`src/rtl/seq_gen_ctrl.sv`:
```
// rtl/seq_gen_ctrl.sv - restartable ring/Johnson pattern sequencer with pause, stop and run length
// Johnson mode is compiled in only when SEQ_GEN_JOHNSON_EN is defined.
module seq_gen_ctrl #(
  parameter int WIDTH = 4,
  parameter int CNT_W = 8,
  parameter logic [WIDTH-1:0] RESET_PATTERN = {1'b1, {(WIDTH-1){1'b0}}}
) (
  input  logic             clk,
  input  logic             rst_n,
  input  logic             start,
  input  logic             mode,
  input  logic             dir,
  input  logic [WIDTH-1:0] seed,
  input  logic [CNT_W-1:0] steps,
  input  logic             pause,
  input  logic             stop,
  output logic [WIDTH-1:0] q,
  output logic [CNT_W-1:0] cnt,
  output logic             busy,
  output logic             done,
  output logic             step_strobe
);

  typedef enum logic [1:0] {S_IDLE, S_RUN, S_DONE} state_t;

  state_t           state_q, state_d;
  logic [WIDTH-1:0] pat_q, pat_d;
  logic [CNT_W-1:0] cnt_q, cnt_d;
  logic             mode_q, mode_d;
  logic             dir_q, dir_d;
  logic             strobe_q, strobe_d;
  logic [WIDTH-1:0] shifted;

  // The bit entering the pattern is inverted in Johnson mode; mode_q is
  // constant 0 in a ring-only build, so the inversion folds away.
  always_comb begin
    if (dir_q) begin
      shifted = {pat_q[WIDTH-2:0], pat_q[WIDTH-1] ^ mode_q};
    end else begin
      shifted = {pat_q[0] ^ mode_q, pat_q[WIDTH-1:1]};
    end
  end

  always_comb begin
    state_d  = state_q;
    pat_d    = pat_q;
    cnt_d    = cnt_q;
    mode_d   = mode_q;
    dir_d    = dir_q;
    strobe_d = 1'b0;
    case (state_q)
      S_IDLE, S_DONE: begin
        if (start) begin
`ifdef SEQ_GEN_JOHNSON_EN
          mode_d = mode;
`else
          mode_d = mode & 1'b0;
`endif
          pat_d   = (!mode_d && (seed == '0)) ? RESET_PATTERN : seed;
          cnt_d   = steps;
          dir_d   = dir;
          state_d = S_RUN;
        end
      end
      S_RUN: begin
        if (stop) begin
          state_d = S_DONE;
        end else if (!pause) begin
          pat_d    = shifted;
          strobe_d = 1'b1;
          // A zero count means free-run: it stays at zero until stop.
          if (cnt_q != '0) begin
            cnt_d = cnt_q - 1'b1;
            if (cnt_q == CNT_W'(1)) state_d = S_DONE;
          end
        end
      end
      default: state_d = S_IDLE;
    endcase
  end

  always_ff @(posedge clk or negedge rst_n) begin
    if (!rst_n) begin
      state_q  <= S_IDLE;
      pat_q    <= RESET_PATTERN;
      cnt_q    <= '0;
      mode_q   <= 1'b0;
      dir_q    <= 1'b0;
      strobe_q <= 1'b0;
    end else begin
      state_q  <= state_d;
      pat_q    <= pat_d;
      cnt_q    <= cnt_d;
      mode_q   <= mode_d;
      dir_q    <= dir_d;
      strobe_q <= strobe_d;
    end
  end

  assign q           = pat_q;
  assign cnt         = cnt_q;
  assign busy        = (state_q == S_RUN);
  assign done        = (state_q == S_DONE);
  assign step_strobe = strobe_q;

endmodule

```
`config.mk`:
```
export PLATFORM = sky130hd
export DESIGN_NAME = seq_gen_ctrl
export DESIGN_NICKNAME = d
export VERILOG_FILES = /design/src/rtl/seq_gen_ctrl.sv
export SDC_FILE = /design/constraint.sdc
export NUM_CORES = 1
export LEC_CHECK = 0
export CAP_MARGIN = 20
export CORE_MARGIN = 2
export CORE_UTILIZATION = 30
export DETAILED_ROUTE_END_ITERATION = 10
export GPL_TIMING_DRIVEN = 0
export HOLD_SLACK_MARGIN = 0.1
export PLACE_DENSITY = 0.68
export SLEW_MARGIN = 20
export SYNTH_ARGS = -nofsm -noshare
export SYNTH_HDL_FRONTEND = slang
export SYNTH_SLANG_ARGS = --single-unit
```
`constraint.sdc`:
```
create_clock -name clk -period 2.3 [get_ports clk]
set_input_delay 0.23 -clock clk [delete_from_list [all_inputs] [get_ports clk]]
set_output_delay 0.23 -clock clk [all_outputs]
set_load 0.01 [all_outputs]
```
==> impl_metrics.csv, run 1 <==
group,metric,value,unit
outcome,status,"finished, final reports clean",
synthesis,synth_cell_types,33,
synthesis,async_flop_share,100,%
worst_setup_path,arrival,2230,ps
drt,drt-pass1-iter-count,4,
floorplan,rows,20,
synthesis,synth_top_cell_area_share,38.8,%
sta,finalHoldViolCount,0,
clocking,h-tree-depth,1,
sta,slew_headroom,51.6,%
cells_and_area,syn_to_final_growth,41.6,%
power_and_ir_drop,pwr-share-clk,10.0,%
cells_and_area,diodes,0,
power_and_ir_drop,p_seq_share,35.3,%
clocking,clkSinkCount,16,
worst_setup_path,crit_chain,"or4_4 -> or4_4 -> buf_6 -> and2_4 -> mux2i_1",
clocking,clk_pin_slew,90,ps
drt,vias_per_cell,5.13,
worst_setup_path,worstSetupPathType,"register to register",
worst_setup_path,cp_num_buf_inv,1,
sta,tns,0,ps
clocking,cts_resized,0,
drt,antenna_left,0,
sta,fin_crit,2050,ps
worst_hold_path,hold_class,"input pin to async pin",
floorplan,die_y,60.8,um
synthesis,synth_fp_nets,130,
drt,wl_per_cell,14.0,um
cells_and_area,fin_nets,167,
floorplan,core_area,0.00305,mm^2
worst_setup_path,end_kind,"register",
clocking,clock_path_buffers,2,
synthesis,synthFlopType,"dfrtp_1",
worst_setup_path,crit_required,2480,ps
worst_setup_path,start_kind,"register",
placement,hpwl,1920,um
synthesis,syn_area_per_cell,8.97,um^2
floorplan,ios,34,
global_routing,grt_overflow_total,0,
floorplan,die_w,60.8,um
synthesis,synth_cells,108,
synthesis,yosys-top-cells-area,"dfrtp_1 (39%), nand2_1 (6.2%), mux2i_1 (5.2%)",
sta,tightestPinTransition,723,ps
clocking,post_cts_buffers,0,
sta,slew_viol_final,0,
power_and_ir_drop,ir_worst_vdd,0.000358,V
sta,post-route-period-util,89.1,%
global_routing,gr-usage-all-layers,15.7,%
placement,post-place-cells,184,
floorplan,start_util,31.7,%
worst_setup_path,crit_slowest_cell,"or4_4",
synthesis,synth_seq_cells,16,
clocking,clk_latency,280,ps
synthesis,ys_warn_count,0,
sta,setup_violations,0,
global_routing,grt_max_degree,17,
floorplan,die_area,0.00370,mm^2
worst_setup_path,cpPeakStageDelay,540,ps
drt,wirelength,2620,um
global_routing,antenna_found_initial,0,
placement,port_buffers,32,
placement,gp_congestion,0.861,
clocking,cts_buffers,3,
clocking,hold_buffers,0,
drt,vias,964,
power_and_ir_drop,power_switching,660,uW
clocking,cts-root-buf,"clkbuf_4",
synthesis,ys_seq_area_share,41.5,%
cells_and_area,design_area,0.00137,mm^2
power_and_ir_drop,finalPower,1590,uW
power_and_ir_drop,p_int,927,uW
drt,drc_errors,0,
global_routing,grt_first_pass_wirelength,4310,um
cells_and_area,layout.cells.non_filler,188,
power_and_ir_drop,switching_share,41.6,%
sta,fmax,488,MHz
synthesis,synth_edf_count,0,
power_and_ir_drop,power_frac_comb,54.7,%
worst_setup_path,path_delay_family,"simple AND/OR/NAND/NOR gates",
synthesis,synth_top_cell_by_area,"dfrtp_1",
power_and_ir_drop,p_per_area,1160,mW/mm^2
power_and_ir_drop,leakage,0.000556,uW
cells_and_area,layout-drive-gt1-share,8.33,%
sta,rsz0062_at_grt,"no",
synthesis,syn-cell-area,968,um^2
run,cap_violations,0,
sta,fin_skew,1.97,ps
worst_setup_path,cp_max_fo,10,
drt,drtIter0Drc,60,
placement,dpl_cell_area,0.00134,mm^2
global_routing,grt_pass1_vias,898,
clocking,cts_tree,"yes",
worst_setup_path,cp_common_cell,"or4_4",
[stage by stage]
step,setup WS (ps),hold slack (ps),util [%]
3_5_place_dp,149,473,44.0
6_report,250,368,44.9
4_1_cts,70.1,398,44.9
2_1_floorplan,311,-65.6,-
5_1_grt,150,431,44.9
3_3_place_gp,144,464,44.0
[layout by cell type, fill, tap and decap left out, types with 2 or more instances in the layout]
| cell type | n |
|---|---|
| o2bb2ai_1 | 4 |
| clkdlybuf4s50_1 | 32 |
| nand2b_1 | 3 |
| nor2_1 | 8 |
| or4_4 | 2 |
| clkbuf_1 | 5 |
| inv_1 | 4 |
| a22oi_1 | 2 |
| o22ai_1 | 2 |
| mux2i_1 | 5 |
| ha_1 | 3 |
| dfrtp_1 | 15 |
| clkbuf_4 | 3 |
| nand4_1 | 2 |
| nor3_1 | 4 |
| a21oi_1 | 8 |
| o21ai_0 | 4 |
| a31oi_1 | 2 |
| nand2_1 | 16 |
| nor2b_1 | 2 |
| o211ai_1 | 3 |
[final cells by class]
cell class                      instances  area, um^2
Fill cell                             319        1680
Multi-Input combinational cell         82         522
Sequential cell                        16         402
Timing Repair Buffer                   32         320
Tap cell                               44        55.1
Buffer                                  6        31.3
Clock buffer                            4        26.3
Inverter                                4        15.0
[synthesized netlist by cell type, drive strengths merged, types with 2 or more instances]
cell     instances
inv              4
o21ai            4
nor3             4
dfrtp           15
clkbuf           5
or4              3
o2bb2ai          4
a31oi            2
nor2b            2
a22oi            2
nand4            2
nand2b           3
nand2           16
ha               3
a21oi            8
o211ai           4
o22ai            2
mux2i            5
nor2             8
[power by group through the flow]
stage | clock, uW | sequential, uW | combinational [uW]
global route | 181 | 579 | 965
detailed placement | 0 | 560 | 869
finish | 158 | 560 | 869
CTS | 165 | 555 | 874
floorplan | 0 | 579 | 453
global placement | 0 | 553 | 856
[sequential cells by signal, indices dropped and copies added (netlist names)]
register and flops:
dir_q 1, state_q 2, cnt 8, step_strobe 1, q 4
[path summary, 6_finish.rpt]
path,from,end,slack [ps],cells after the start
min in group clk,dir,dir_q$_DFFE_PN0P_,480,3
worst min register to register,q[3]$_DFFE_PN1P_,q[3]$_DFFE_PN1P_,490,2
worst max-delay path,cnt[3]$_DFFE_PN0P_,cnt[1]$_DFFE_PN0P_,250,5
worst min-delay path,rst_n,dir_q$_DFFE_PN0P_,370,1
max in group asynchronous,rst_n,q[2]$_DFFE_PN0P_,1480,1
worst max register to register,cnt[3]$_DFFE_PN0P_,cnt[1]$_DFFE_PN0P_,250,5
[metal layers]
layer	track usage (%)	wire, um	up-vias
met1	22.2	1260	462
met2	24.0	1180	29
met3	4.05	151	6
li1	-	-	467
met4	3.73	26	0
met5	0	0	-
[cell families after synthesis]
| kind of cell | count (synthesis) | share of synthesized area, % |
|---|---|---|
| compound gates | 29 | 20.4 |
| fa+ha+maj | 3 | 3.88 |
| buf+inv | 10 | 4.65 |
| flops | 16 | 41.5 |
| mux | 5 | 5.17 |
| simple gates | 45 | 24.4 |
Note: power is estimated with default switching activity, not from simulation.
==> inputs of run 2 (changes only) <==
--- a/config.mk
+++ b/config.mk
@@ -9,6 +9,7 @@
 export CORE_MARGIN = 2
 export CORE_UTILIZATION = 30
 export DETAILED_ROUTE_END_ITERATION = 10
+export GPL_ROUTABILITY_DRIVEN = 0
 export GPL_TIMING_DRIVEN = 0
 export HOLD_SLACK_MARGIN = 0.1
 export PLACE_DENSITY = 0.68
==> results of run 2 <==
Same layout as run 1: the final DEF is identical, and so are final timing and power.
==> inputs of run 3 (changes only) <==
--- a/config.mk
+++ b/config.mk
@@ -6,7 +6,6 @@
 export NUM_CORES = 1
 export LEC_CHECK = 0
 export CAP_MARGIN = 20
-export CORE_MARGIN = 2
 export CORE_UTILIZATION = 30
 export DETAILED_ROUTE_END_ITERATION = 10
 export GPL_ROUTABILITY_DRIVEN = 0
@@ -17,3 +16,4 @@
 export SYNTH_ARGS = -nofsm -noshare
 export SYNTH_HDL_FRONTEND = slang
 export SYNTH_SLANG_ARGS = --single-unit
+export TNS_END_PERCENT = 5
==> impl_metrics.csv, run 3 (synthesis gave the netlist of run 1 again) <==
group,metric,value,unit
outcome,status,"finished, final reports clean",
cells_and_area,final_cell_mix,"clkdlybuf4s50_1 (32), nand2_1 (16), dfrtp_1 (15)",
global_routing,grtUsageMet2,24.5,%
worst_setup_path,end_kind,"register",
drt,drtIter0Drc,31,
clocking,h-tree-depth,1,
cells_and_area,fin_nets,166,
floorplan,die_w,58.8,um
floorplan,die_y,58.8,um
placement,hpwl,1860,um
placement,port_buffers,32,
clocking,cts_buffers,3,
cells_and_area,design_area,0.00138,mm^2
clocking,clock_path_buffers,2,
global_routing,gr-usage-all-layers,15.9,%
sta,finalHoldViolCount,0,
global_routing,use_met1,20.9,%
cells_and_area,largest_reg_flops,8,
worst_setup_path,arrival,2240,ps
sta,post-route-period-util,89.2,%
global_routing,grt_overflow_total,0,
global_routing,grt.busiest_layer,"met2",
floorplan,core_area,0.00305,mm^2
global_routing,grt_pass1_vias,909,
placement,dpl_cell_area,0.00134,mm^2
drt,wl_per_cell,13.5,um
cells_and_area,layout-drive-gt1-share,8.39,%
floorplan,start_util,31.7,%
sta,tns,0,ps
placement,pre_cts_slack,153,ps
clocking,cts-root-buf,"clkbuf_4",
sta,fin_skew,2.36,ps
sta,fmax,487,MHz
power_and_ir_drop,p_per_area,1170,mW/mm^2
sta,slew_viol_final,0,
cells_and_area,diodes,0,
drt,drt-pass1-iter-count,4,
sta,setup_slack,248,ps
sta,rsz0062_at_grt,"no",
worst_setup_path,crit_required,2490,ps
global_routing,antenna_found_initial,0,
worst_setup_path,start_kind,"register",
sta,fin_crit,2050,ps
sta,tightestPinTransition,730,ps
drt,wirelength,2520,um
global_routing,grt_first_pass_wirelength,4130,um
floorplan,ios,34,
clocking,cts_tree,"yes",
worst_hold_path,hold_class,"input pin to async pin",
worst_setup_path,r2r_cells,5,
floorplan,die_area,0.00346,mm^2
global_routing,grt_max_degree,17,
cells_and_area,mostFrequentLayoutCell,"clkdlybuf4s50_1",
drt,vias_per_cell,5.05,
worst_setup_path,worstSetupPathType,"register to register",
global_routing,met3_usage,3.52,%
sta,slew_headroom,51.2,%
power_and_ir_drop,ir_worst_vdd,0.000464,V
run,cap_violations,0,
drt,drc_errors,0,
drt,vias,944,
clocking,clkSinkCount,16,
floorplan,rows,20,
power_and_ir_drop,leakage,0.000557,uW
cells_and_area,syn_to_final_growth,42.1,%
clocking,clk_latency,290,ps
clocking,clk_pin_slew,100,ps
worst_setup_path,cp_max_fo,10,
sta,setup_violations,0,
drt,antenna_left,0,
-- run 3: cell types whose count changed in the layout (fill, tap and decap cells not counted), sizes merged --
cell	previous run	this run
clkbuf	9	8
-- run 3: cell type report --
type / count / area (um^2)
plain buffers: 5 / 26.3
clock buffers: 4 / 36.3
fillers: 322 / 1680
inverters: 4 / 15.0
multi-input cells: 82 / 522
flip-flops and latches: 16 / 402
well taps: 44 / 55.1
repair buffers: 32 / 320
-- run 3: final timing paths --
path	start	endpoint	slack [ps]
max in group asynchronous	rst_n	cnt[1]$_DFFE_PN0P_	1480
min reg2reg	q[3]$_DFFE_PN1P_	q[3]$_DFFE_PN1P_	490
max reg2reg	cnt[2]$_DFFE_PN0P_	cnt[1]$_DFFE_PN0P_	250
min in group clk	dir	dir_q$_DFFE_PN0P_	470
max	cnt[2]$_DFFE_PN0P_	cnt[1]$_DFFE_PN0P_	250
min	rst_n	cnt[2]$_DFFE_PN0P_	360
-- run 3: timing repair --
item,4_1_cts,5_1_grt
setup endpoints to repair,0,1
gates resized for setup,0,0
hold buffers,0,0
buffers inserted,0,0
-- run 3: report_power, final --
group | switching, uW | total [uW] | leakage (uW) | internal [uW]
Clock | 94.9 | 191 | 0.0000210 | 96.6
Combinational | 418 | 864 | 0.000342 | 445
Sequential | 145 | 556 | 0.000194 | 411
-- run 3: stage by stage --
step | util (%) | hold WS (ps) | cells | total power, uW
2_1_floorplan | - | -65.6 | 108 | 1030
3_3_place_gp | 44.0 | 463 | 184 | 1410
3_5_place_dp | 44.0 | 476 | 184 | 1430
4_1_cts | 45.2 | 389 | 188 | 1620
5_1_grt | 45.1 | 418 | 187 | 1740
6_report | 45.1 | 361 | 187 | 1610
-- run 3: worst max-delay path, stage by stage, from the launching register on --
cell	delay (ps)
dfrtp_1	460
or4_4	560
or4_4	490
buf_6	150
and2_4	180
mux2i_1	110
-- run 3: layer usage --
metal  wire, um  share of wire, %
met1       1190                47
met2       1150                45
met3        142               5.6
met4         44               1.7
met5          0                 0
